===== config.mk =====
export PLATFORM = sky130hd
export DESIGN_NAME = uart_frame_rx
export DESIGN_NICKNAME = d
export VERILOG_FILES = /design/src/rtl/uart_frame_rx.sv
export SDC_FILE = /design/constraint.sdc
export NUM_CORES = 1
export LEC_CHECK = 0
export BUFFER_PORTS_ARGS = -buffer_cell sky130_fd_sc_hd__buf_2
export CORE_MARGIN = 3
export CORE_UTILIZATION = 58
export CTS_BUF_LIST = sky130_fd_sc_hd__clkbuf_16
export CTS_CLUSTER_DIAMETER = 40
export DETAILED_ROUTE_END_ITERATION = 7
export PLACE_DENSITY = 0.76
export SETUP_SLACK_MARGIN = 0.15
export SLEW_MARGIN = 20
export SYNTH_ARGS = -nofsm -noshare
export SYNTH_HDL_FRONTEND = slang
export SYNTH_SLANG_ARGS = --single-unit

===== constraint.sdc =====
create_clock -name clk_in -period 2.65 [get_ports clk_in]
set_clock_uncertainty 0.15 [all_clocks]
set_input_delay 0.53 -clock clk_in [delete_from_list [all_inputs] [get_ports clk_in]]
set_output_delay 0.53 -clock clk_in [all_outputs]
set_load 0.02 [all_outputs]

===== src/rtl/uart_frame_rx.sv =====
// uart_frame_rx: UART receiver that collects FRAMES consecutive frames into one
// wide word, with glitch rejection on the start bit and stop-bit error reporting.
//
// state | meaning
// IDLE  | waiting for an arm request on receive_in
// ARMED | armed, waiting for the synchronised line to fall
// START | counting to mid start bit, then confirming it is still low
// DATA  | sampling FRAME_SIZE data bits, one per baud period, LSB first
// STOP  | sampling the stop bit, then one cycle to store/complete/report
module uart_frame_rx #(
  parameter int CLK_BAUD_RATIO = 25,
  parameter int FRAME_SIZE     = 8,
  parameter int FRAMES         = 3
) (
  input  logic                         clk_in,
  input  logic                         rst_in,
  input  logic                         receive_in,
  input  logic                         rx_in,
  output logic [FRAMES*FRAME_SIZE-1:0] data_out,
  output logic                         new_data_out,
  output logic                         frame_error_out,
  output logic                         busy_out
);

  localparam int CW = $clog2(CLK_BAUD_RATIO);
  localparam int KW = $clog2(FRAMES + 1);
  localparam int BW = $clog2(FRAME_SIZE + 1);
  localparam int WW = FRAMES * FRAME_SIZE;

  localparam logic [CW-1:0] HALF_LAST = CW'((CLK_BAUD_RATIO - 1) / 2 - 1);
  localparam logic [CW-1:0] BAUD_LAST = CW'(CLK_BAUD_RATIO - 1);
  localparam logic [BW-1:0] BIT_LAST  = BW'(FRAME_SIZE - 1);
  localparam logic [KW-1:0] K_FULL    = KW'(FRAMES);

  typedef enum logic [2:0] {
    S_IDLE  = 3'd0,
    S_ARMED = 3'd1,
    S_START = 3'd2,
    S_DATA  = 3'd3,
    S_STOP  = 3'd4
  } state_e;

  state_e                state_q, state_d;
  logic                  rx_meta_q, rxs_q;
  logic [CW-1:0]         cnt_q, cnt_d;
  logic [BW-1:0]         bit_q, bit_d;
  logic [FRAME_SIZE-1:0] shift_q, shift_d;
  logic [WW-1:0]         word_q, word_d;
  logic [WW-1:0]         data_q, data_d;
  logic [KW-1:0]         k_q, k_d;
  logic                  done_q, done_d;
  logic                  stop_ok_q, stop_ok_d;
  logic                  new_q, new_d;
  logic                  err_q, err_d;

  logic half_tc, baud_tc, last_bit, word_full;

  assign half_tc   = (cnt_q == HALF_LAST);
  assign baud_tc   = (cnt_q == BAUD_LAST);
  assign last_bit  = (bit_q == BIT_LAST);
  assign word_full = (k_q == K_FULL);

  // Two-flop synchroniser; both flops reset to the idle-high line level.
  always_ff @(posedge clk_in or negedge rst_in) begin
    if (!rst_in) begin
      rx_meta_q <= 1'b1;
      rxs_q     <= 1'b1;
    end else begin
      rx_meta_q <= rx_in;
      rxs_q     <= rx_meta_q;
    end
  end

  // State register.
  always_ff @(posedge clk_in or negedge rst_in) begin
    if (!rst_in) state_q <= S_IDLE;
    else         state_q <= state_d;
  end

  // Next-state logic.
  always_comb begin
    state_d = state_q;
    case (state_q)
      S_IDLE:  if (receive_in) state_d = S_ARMED;
      S_ARMED: if (!rxs_q) state_d = S_START;
      S_START: if (half_tc) state_d = rxs_q ? S_ARMED : S_DATA;
      S_DATA:  if (baud_tc && last_bit) state_d = S_STOP;
      S_STOP:  if (done_q) state_d = (stop_ok_q && word_full) ? S_IDLE : S_ARMED;
      default: state_d = S_IDLE;
    endcase
  end

  // Datapath and output next values; the stop sample is stored first, and the
  // completion or error decision is taken on the following cycle.
  always_comb begin
    cnt_d     = cnt_q + CW'(1);
    bit_d     = bit_q;
    shift_d   = shift_q;
    word_d    = word_q;
    k_d       = k_q;
    done_d    = 1'b0;
    stop_ok_d = stop_ok_q;
    data_d    = data_q;
    new_d     = 1'b0;
    err_d     = 1'b0;
    case (state_q)
      S_IDLE, S_ARMED: cnt_d = '0;
      S_START: begin
        bit_d = '0;
        if (half_tc) cnt_d = '0;
      end
      S_DATA: begin
        if (baud_tc) begin
          cnt_d   = '0;
          bit_d   = bit_q + BW'(1);
          shift_d = {rxs_q, shift_q[FRAME_SIZE-1:1]};
        end
      end
      S_STOP: begin
        if (done_q) begin
          if (!stop_ok_q) begin
            err_d = 1'b1;
            k_d   = '0;
          end else if (word_full) begin
            data_d = word_q;
            new_d  = 1'b1;
            k_d    = '0;
          end
        end else if (baud_tc) begin
          cnt_d     = '0;
          done_d    = 1'b1;
          stop_ok_d = rxs_q;
          if (rxs_q) begin
            for (int i = 0; i < FRAMES; i++) begin
              if (k_q == KW'(i)) word_d[i*FRAME_SIZE +: FRAME_SIZE] = shift_q;
            end
            k_d = k_q + KW'(1);
          end
        end
      end
      default: cnt_d = '0;
    endcase
  end

  // Datapath and output registers.
  always_ff @(posedge clk_in or negedge rst_in) begin
    if (!rst_in) begin
      cnt_q     <= '0;
      bit_q     <= '0;
      shift_q   <= '0;
      word_q    <= '0;
      k_q       <= '0;
      done_q    <= 1'b0;
      stop_ok_q <= 1'b0;
      data_q    <= '0;
      new_q     <= 1'b0;
      err_q     <= 1'b0;
    end else begin
      cnt_q     <= cnt_d;
      bit_q     <= bit_d;
      shift_q   <= shift_d;
      word_q    <= word_d;
      k_q       <= k_d;
      done_q    <= done_d;
      stop_ok_q <= stop_ok_d;
      data_q    <= data_d;
      new_q     <= new_d;
      err_q     <= err_d;
    end
  end

  assign data_out        = data_q;
  assign new_data_out    = new_q;
  assign frame_error_out = err_q;
  assign busy_out        = (state_q != S_IDLE);

endmodule


==> results.yml, run 1 <==
detailed_routing:
  dr.pass1.iters: 5
  wirelength_um: 5328
  avgRoutedWirePerCell_um: 15.95
  antenna_left: 0
  viasPerCell: 5.350
  num_vias: 1787
  initialDrtViolationCount: 114
  drc_errors: 0
die:
  core.rowCount: 26
  start_util: 0.6060
  io_pins: 31
  core_um2: 5172
  die_height_um: 79.51
  die-area_um2: 6322
  die_w_um: 79.51
place:
  placement.cell_area_um2: 3366
  dp_hpwl_um: 3428
  place_ws_ns: 0.3165
  io_buffers: 30
  gp_congestion: 0.7981
finish:
  area_growth_syn_to_layout_pct: 17.52
  regArea_um2: 1904
  nFillCells: 344
  final_area_um2: 3684
  antenna_cells: 0
  multi_input_area_um2: 1167
  fin_util: 0.7121
  final_nets: 270
  drive_above_1_share: 0.4167
grt:
  grt_pass1_wl_um: 9059
  antenna_found_initial: 0
  overflow: 0
  grt_max_degree: 77
  track_usage: 0.1909
  grt_pass1_vias: 1853
critical_path:
  worst_ep_required_time_ns: 2.71
  cp_max_fo: 13
  start_kind: "flip-flop"
  arrival_ns: 2.41
  crit_path_end_kind: "flip-flop"
  startpoint: "state_q[0]"
  path_cells: "or3b_1 > nor3_4 > and3_1 > mux2_2"
  critPathMaxStageDelay_ns: 0.52
  crit_type: "reg -> reg"
  r2r-start: "state_q[0]"
  cp_slowest_cell: "or3b_1"
synth:
  synth_edf_count: 0
  yosysWarnings: 0
  async_flop_share: 1.000
  synthMuxAreaShare: 0.2144
  synth_top_area_cell: "dfrtp_1"
  synth_sequential_area_ratio: 0.6076
  ys.flop_type: "dfrtp_1"
  ys_ff_latch: 76
  ys_types: 39
  synthAdderAreaFrac: 0.02794
  syn-num-nets: 235
  synth_commonest_cells: "74 x dfrtp_1, 57 x mux2_2, 11 x nor2_1"
  synthCells: 224
  synth_area_um2: 3134
  synth_top_area_share: 0.5908
  synth_compound_gate_area_share: 0.02874
  synth_most_common_cell: "dfrtp_1"
  synth_top_family_by_area: "multiplexers"
  synth_xor_area_frac: 0.01397
  synthTopCellsByArea: "dfrtp_1 59%, mux2_2 20%, ha_1 2.8%"
  yosys.area_share.simple: 0.08663
  syn_avg_cell_area_um2: 13.99
clock_tree:
  htreeDepth: 3
  tritoncts: "built"
  cts.sinks: 76
  clk_pin_slew_ns: 0.06
  cts_setup_buffers: 0
  clockBufferDepth: 2
  worstSkewPairLatency_ns: 0.33
  ctsResizeCount: 0
  holdBufCountCts: 0
  numCtsBuffers: 9
  cts-root-buf: "clkbuf_16"
hold_path:
  hold_path_class: "in -> async"
timing:
  slew_violations: 0
  max_freq_ghz: 0.4255
  max_slew_margin: 0.6344
  worst_pin_slew_ns: 0.5436
  timing.final.ws_setup_ns: 0.2998
  rsz0062_at_grt: "false"
  hold_viol_final: 0
  setup_tns_ns: 0
  whs_ns: 0.06500
  setup_viol: 0
  final.period_utilization: 0.8869
  period_minus_slack_ns: 2.350
power_and_ir_drop:
  p_sw_frac: 0.2383
  ir_worst_vdd_mv: 0.5792
  clkPwrFrac: 0.454
  internal-power_mw: 2.143
  switchingPower_mw: 0.6702
  p_per_area_nw_per_um2: 763.6
  p_seq_frac: 0.451
  combPwrFrac: 0.095
  p_leak_nw: 1.892
outcome:
  outcome: "finished, final reports clean"
run:
  drv_cap: 0
-- cells by family (layout without fill, tap and decap cells) --
group	Yosys count	count (layout)
xor gates and xnor gates	5	5
buffers and inverters	14	54
adders and majority gates	7	7
and+or+nand+nor	47	47
AOI/OAI and AO/OA	15	15
muxes	60	60
DFF	76	76
-- critical path, delay by kind of cell (launching register included) --
family	cells	cell delay, ns
flip-flops	1	0.49
multiplexers	1	0.39
AND/OR/NAND/NOR	3	1.20
-- per-layer routing --
metal,global-route usage,wire length [um],part of all wire,vias to the layer above
met1,0.2700,2513,0.47,877
met5,0,0,0,-
li1,-,-,-,854
met4,0.07560,59,0.011,0
met2,0.2705,2490,0.47,50
met3,0.06546,265,0.050,6
-- layout by cell type (no fill, tap or decap), types with 2 or more instances in the layout --
cell type  count
bufinv_16      2
o21ai_0        7
o31ai_1        2
a21oi_1        2
buf_4          3
mux2_2        57
clkinv_4       2
dfstp_2        2
ha_1           7
nand3_1        4
nor2b_1        5
nor2_1        10
mux2i_1        3
clkbuf_16      9
xnor2_1        2
and3_1         2
xor2_1         3
buf_2         29
nand2_1       10
inv_1          6
dfrtp_1       74
-- flip-flops by register name, indices dropped and copies added, names as in the netlist --
register and flops:
data_out 24, word_q 24, shift_q 8, cnt_q 5, bit_q 4, state_q 3
k_q 2, done_q 1, frame_error_out 1, new_data_out 1, rx_meta_q 1, rxs_q 1
stop_ok_q 1
-- worst paths after layout --
kind	cells after the start	slack, ns	to
min in group clk_in	1	0.15	rx_meta_q
worst min register to register	0	0.20	rxs_q
worst max register to register	4	0.30	word_q[13]
worst max-delay path	4	0.30	word_q[13]
max in group asynchronous	2	1.96	rx_meta_q
worst min-delay path	2	0.07	state_q[1]
-- metrics by stage --
step / total power [mW] / cells
6_report: 2.813 / 334
5_1_grt: 2.930 / 334
4_1_cts: 2.826 / 334
3_5_place_dp: 1.555 / 318
3_3_place_gp: 1.550 / 318
2_1_floorplan: 1.479 / 224
-- area by class of cell --
cell class,instances,share of cell area
Inverter,5,0.005095
Timing Repair Buffer,33,0.05095
Tap cell,70,0.02378
Clock buffer,9,0.06114
Clock inverter,7,0.02514
Sequential cell,76,0.5170
Multi-Input combinational cell,134,0.3169
-- power groups by stage --
stage / logic, mW / clock network (mW) / registers (mW)
after detailed placement: 0.269 / 0 / 1.29
after CTS: 0.270 / 1.29 / 1.27
after global placement: 0.265 / 0 / 1.29
after floorplan: 0.233 / 0 / 1.25
after global routing: 0.309 / 1.34 / 1.28
final: 0.267 / 1.28 / 1.27
Power figures use the tool's default switching activity.
==> run 2, diff against run 1 <==
--- a/config.mk
+++ b/config.mk
@@ -11,7 +11,7 @@
 export CTS_BUF_LIST = sky130_fd_sc_hd__clkbuf_16
 export CTS_CLUSTER_DIAMETER = 40
 export DETAILED_ROUTE_END_ITERATION = 7
-export PLACE_DENSITY = 0.76
+export PLACE_DENSITY = 0.8
 export SETUP_SLACK_MARGIN = 0.15
 export SLEW_MARGIN = 20
 export SYNTH_ARGS = -nofsm -noshare
==> run 2 against run 1 <==
- the run now ends with negative hold slack left
- clock power barely moved
- global-route usage increased by 0.65 points
- cell count stayed put
- critical endpoint is now word_q[14]
- highest routed layer unchanged
- clock-buffer cell count unchanged
==> results.yml, run 2 (synthesis gave the netlist of run 1 again) <==
outcome:
  outcome: "complete, but fails checks"
  failed_checks: "negative hold slack"
place:
  placement.cell_area_um2: 3366
  dp_hpwl_um: 3723
  gp_congestion: 0.8421
  io_buffers: 30
timing:
  slew_violations: 0
  whs_ns: -0.0006773
  max_freq_ghz: 0.4200
  hold_viol_final: 1
  rsz0062_at_grt: "false"
  final.period_utilization: 0.8986
  period_minus_slack_ns: 2.381
  worst_pin_slew_ns: 0.6194
  setup_viol: 0
  setup_tns_ns: 0
  max_slew_margin: 0.5834
finish:
  final_common_cell: "dfrtp_1"
  nFillCells: 354
  drive_above_1_share: 0.4167
  fin_util: 0.7117
  final_nets: 270
  area_growth_syn_to_layout_pct: 17.45
  final_cell_mix: "74 x dfrtp_1, 57 x mux2_2, 29 x buf_2"
  final_area_um2: 3681
  antenna_cells: 0
die:
  core_um2: 5172
  core.rowCount: 26
  die_w_um: 79.51
  io_pins: 31
  die-area_um2: 6322
  die_height_um: 79.51
  start_util: 0.6060
critical_path:
  critPathMaxStageDelay_ns: 0.54
  r2r_slack_ns: 0.27
  r2r_end: "word_q[14]"
  start_kind: "flip-flop"
  path_buf_inv: 0
  r2r-start: "state_q[1]"
  arrival_ns: 2.44
  cp_slowest_cell: "or3b_1"
  path_cells: "or3b_1 > nor3_4 > and3_1 > mux2_2"
  worst_ep_required_time_ns: 2.70
  cp_max_fo: 10
  crit_path_end_kind: "flip-flop"
  crit_type: "reg -> reg"
  crit_family: "simple AND/OR/NAND/NOR gates"
  ff2ff_path_depth: 4
clock_tree:
  cts.sinks: 76
  htreeDepth: 3
  clk_pin_slew_ns: 0.06
  numCtsBuffers: 9
  ctsResizeCount: 0
  tritoncts: "built"
  cts_setup_buffers: 0
  clockBufferDepth: 2
  holdBufCountCts: 0
  worstSkewPairLatency_ns: 0.32
  cts-root-buf: "clkbuf_16"
power_and_ir_drop:
  total_power_mw: 2.812
  switchingPower_mw: 0.6687
  p_seq_frac: 0.453
  internal-power_mw: 2.143
  ir_worst_vdd_mv: 0.4192
  p_sw_frac: 0.2378
  combPwrFrac: 0.097
  p_leak_nw: 1.892
  p_per_area_nw_per_um2: 763.8
  clkPwrFrac: 0.451
grt:
  overflow: 0
  grt_max_degree: 44
  grt_pass1_vias: 1889
  track_usage: 0.1975
  antenna_found_initial: 0
  grt_pass1_wl_um: 9425
detailed_routing:
  antenna_left: 0
  avgRoutedWirePerCell_um: 16.60
  num_vias: 1839
  dr.pass1.iters: 5
  viasPerCell: 5.506
  wirelength_um: 5543
  drc_errors: 0
  initialDrtViolationCount: 117
run:
  drv_cap: 0
hold_path:
  hold_path_class: "in -> async"
## run 2: worst max path at each step
stage / from / end / slack, ns / cells after the start
global placement: state_q[0] / word_q[7] / 0.36 / 4
detailed placement: state_q[0] / word_q[13] / 0.29 / 4
global route: state_q[1] / word_q[14] / 0.17 / 4
floorplan: state_q[1] / word_q[0] / 0.56 / 7
CTS: state_q[0] / word_q[14] / 0.28 / 4
finish: state_q[1] / word_q[14] / 0.27 / 4
## run 2: power groups by stage
stage | combinational (mW) | sequential (mW) | clock [mW]
finish | 0.272 | 1.27 | 1.27
global placement | 0.266 | 1.28 | 0
CTS | 0.271 | 1.27 | 1.29
detailed placement | 0.269 | 1.29 | 0
floorplan | 0.233 | 1.25 | 0
global route | 0.307 | 1.28 | 1.35
## run 2: layout make-up
cell class / instances / area [um^2] / share of cell area
well taps: 70 / 87.58 / 0.02379
repair buffers: 33 / 187.7 / 0.05099
clock buffers: 9 / 225.2 / 0.06118
clock inverters: 7 / 90.09 / 0.02447
flip-flops and latches: 76 / 1904 / 0.5173
inverters: 5 / 18.77 / 0.005099
multi-input cells: 134 / 1167 / 0.3171
## run 2: layer usage
metal,track usage,share of wire,up-vias
li1,-,-,854
met1,0.2642,0.46,939
met2,0.3105,0.49,38
met3,0.03273,0.036,8
met4,0.1031,0.018,0
met5,0,0,-
## run 2: worst register-to-register path: stages (launching register included)
cell and delay (ns):
dfrtp_1 0.48, or3b_1 0.54, nor3_4 0.25, and3_1 0.46, mux2_2 0.39
## run 2: metrics by stage
step / instances / hold slack, ns / setup slack (ns)
5_1_grt: 334 / 0.03235 / 0.1683
4_1_cts: 334 / 0.01336 / 0.2760
2_1_floorplan: 224 / 0.08441 / 0.5617
6_report: 334 / -0.0006773 / 0.2688
3_3_place_gp: 318 / 0.1953 / 0.3604
3_5_place_dp: 318 / 0.1972 / 0.2907
==> run 3, diff against run 2 <==
--- a/config.mk
+++ b/config.mk
@@ -8,7 +8,7 @@
 export BUFFER_PORTS_ARGS = -buffer_cell sky130_fd_sc_hd__buf_2
 export CORE_MARGIN = 3
 export CORE_UTILIZATION = 58
-export CTS_BUF_LIST = sky130_fd_sc_hd__clkbuf_16
+export CTS_BUF_LIST = sky130_fd_sc_hd__clkbuf_4 sky130_fd_sc_hd__clkbuf_8 sky130_fd_sc_hd__clkbuf_16
 export CTS_CLUSTER_DIAMETER = 40
 export DETAILED_ROUTE_END_ITERATION = 7
 export PLACE_DENSITY = 0.8
==> run 3 against run 2 <==
- the run now ends clean
- cell count grew 0.30%
- largest cell class unchanged
- via count decreased by 0.76%
- register-to-register slack barely moved
- clock-buffer cell count rose by 2
- cell area shrank 1.9%
- power decreased by 9.6%
- sequential power hardly changed
- critical path depth unchanged
- highest routed layer unchanged
==> results.yml, run 3 (synthesis gave the netlist of run 1 again) <==
timing:
  hold_viol_final: 0
  setup_tns_ns: 0
  final.period_utilization: 0.8963
  rsz0062_at_grt: "false"
  timing.final.ws_setup_ns: 0.2748
  whs_ns: 0.1381
  slew_violations: 0
  worst_pin_slew_ns: 0.6084
  setup_viol: 0
  max_slew_margin: 0.5907
  period_minus_slack_ns: 2.375
  max_freq_ghz: 0.4210
die:
  start_util: 0.6060
  core.rowCount: 26
  die_w_um: 79.51
  die_height_um: 79.51
  core_um2: 5172
  die-area_um2: 6322
  io_pins: 31
finish:
  multi_input_area_um2: 1167
  fin_util: 0.6979
  nFillCells: 367
  final_nets: 271
  final_common_cell: "dfrtp_1"
  area_growth_syn_to_layout_pct: 15.17
  antenna_cells: 0
  drive_above_1_share: 0.4226
  final_cell_mix: "74 x dfrtp_1, 57 x mux2_2, 29 x buf_2"
  regArea_um2: 1904
power_and_ir_drop:
  p_sw_frac: 0.2499
  ir_worst_vdd_mv: 0.3975
  p_seq_frac: 0.499
  internal-power_mw: 1.906
  p_leak_nw: 1.861
  combPwrFrac: 0.107
  clkPwrFrac: 0.394
  total_power_mw: 2.541
  p_per_area_nw_per_um2: 703.9
  switchingPower_mw: 0.6350
critical_path:
  arrival_ns: 2.45
  cp_max_fo: 10
  worst_ep_required_time_ns: 2.72
  crit_type: "reg -> reg"
  crit_path_end_kind: "flip-flop"
  start_kind: "flip-flop"
detailed_routing:
  avgRoutedWirePerCell_um: 16.19
  drc_errors: 0
  wirelength_um: 5424
  num_vias: 1825
  viasPerCell: 5.448
  antenna_left: 0
  dr.pass1.iters: 4
  initialDrtViolationCount: 106
clock_tree:
  clk_pin_slew_ns: 0.08
  numCtsBuffers: 9
  cts.sinks: 76
  clockBufferDepth: 2
  cts_setup_buffers: 0
  holdBufCountCts: 1
  ctsResizeCount: 0
  htreeDepth: 3
  cts-root-buf: "clkbuf_8"
  worstSkewPairLatency_ns: 0.34
  tritoncts: "built"
place:
  dp_hpwl_um: 3723
  place_ws_ns: 0.2907
  io_buffers: 30
  gp_congestion: 0.8421
grt:
  track_usage: 0.1935
  grt_pass1_wl_um: 9246
  grt_pass1_vias: 1882
  grt_max_degree: 44
  antenna_found_initial: 0
  overflow: 0
outcome:
  outcome: "finished, final reports clean"
hold_path:
  hold_path_class: "in -> reg"
run:
  drv_cap: 0
[run 3: per-stage QoR]
stage	cells	instance area, um^2
floorplan	224	3134
global placement	318	3366
detailed placement	318	3366
CTS	335	3610
global route	335	3610
finish	335	3610
[run 3: layer usage]
layer | track usage | vias up | wire [um]
li1 | - | 854 | -
met1 | 0.2563 | 923 | 2574
met2 | 0.3063 | 38 | 2572
met3 | 0.03725 | 10 | 158
met4 | 0.09450 | 0 | 119
met5 | 0 | - | 0
[run 3: final cells by class]
type,count,area share
Clock buffer,11,0.04194
Sequential cell,76,0.5276
Multi-Input combinational cell,134,0.3234
Tap cell,70,0.02426
Clock inverter,5,0.02288
Inverter,5,0.005199
Timing Repair Buffer,34,0.05477
[run 3: worst paths after layout]
path,startpoint,endpoint,slack [ns],cells after the start
max in group asynchronous,rst_in,word_q[11],1.27,3
min in group asynchronous,rst_in,state_q[0],0.52,2
worst max-delay path,state_q[1],word_q[10],0.27,4
worst max register to register,state_q[1],word_q[10],0.27,4
worst min-delay path,rx_in,rx_meta_q,0.14,1
worst min register to register,rx_meta_q,rxs_q,0.21,0
[run 3: worst max-delay path: stages (launching register included)]
cell and delay (ns):
dfrtp_1 0.49, or3b_1 0.54, nor3_4 0.25, and3_1 0.44
mux2_2 0.39
[run 3: power groups by stage]
stage / sequential [mW] / clock, mW / combinational [mW]
after floorplan: 1.25 / 0 / 0.233
after global placement: 1.28 / 0 / 0.266
after detailed placement: 1.29 / 0 / 0.269
after CTS: 1.27 / 1.02 / 0.272
after global routing: 1.28 / 1.08 / 0.308
final: 1.27 / 1.00 / 0.271
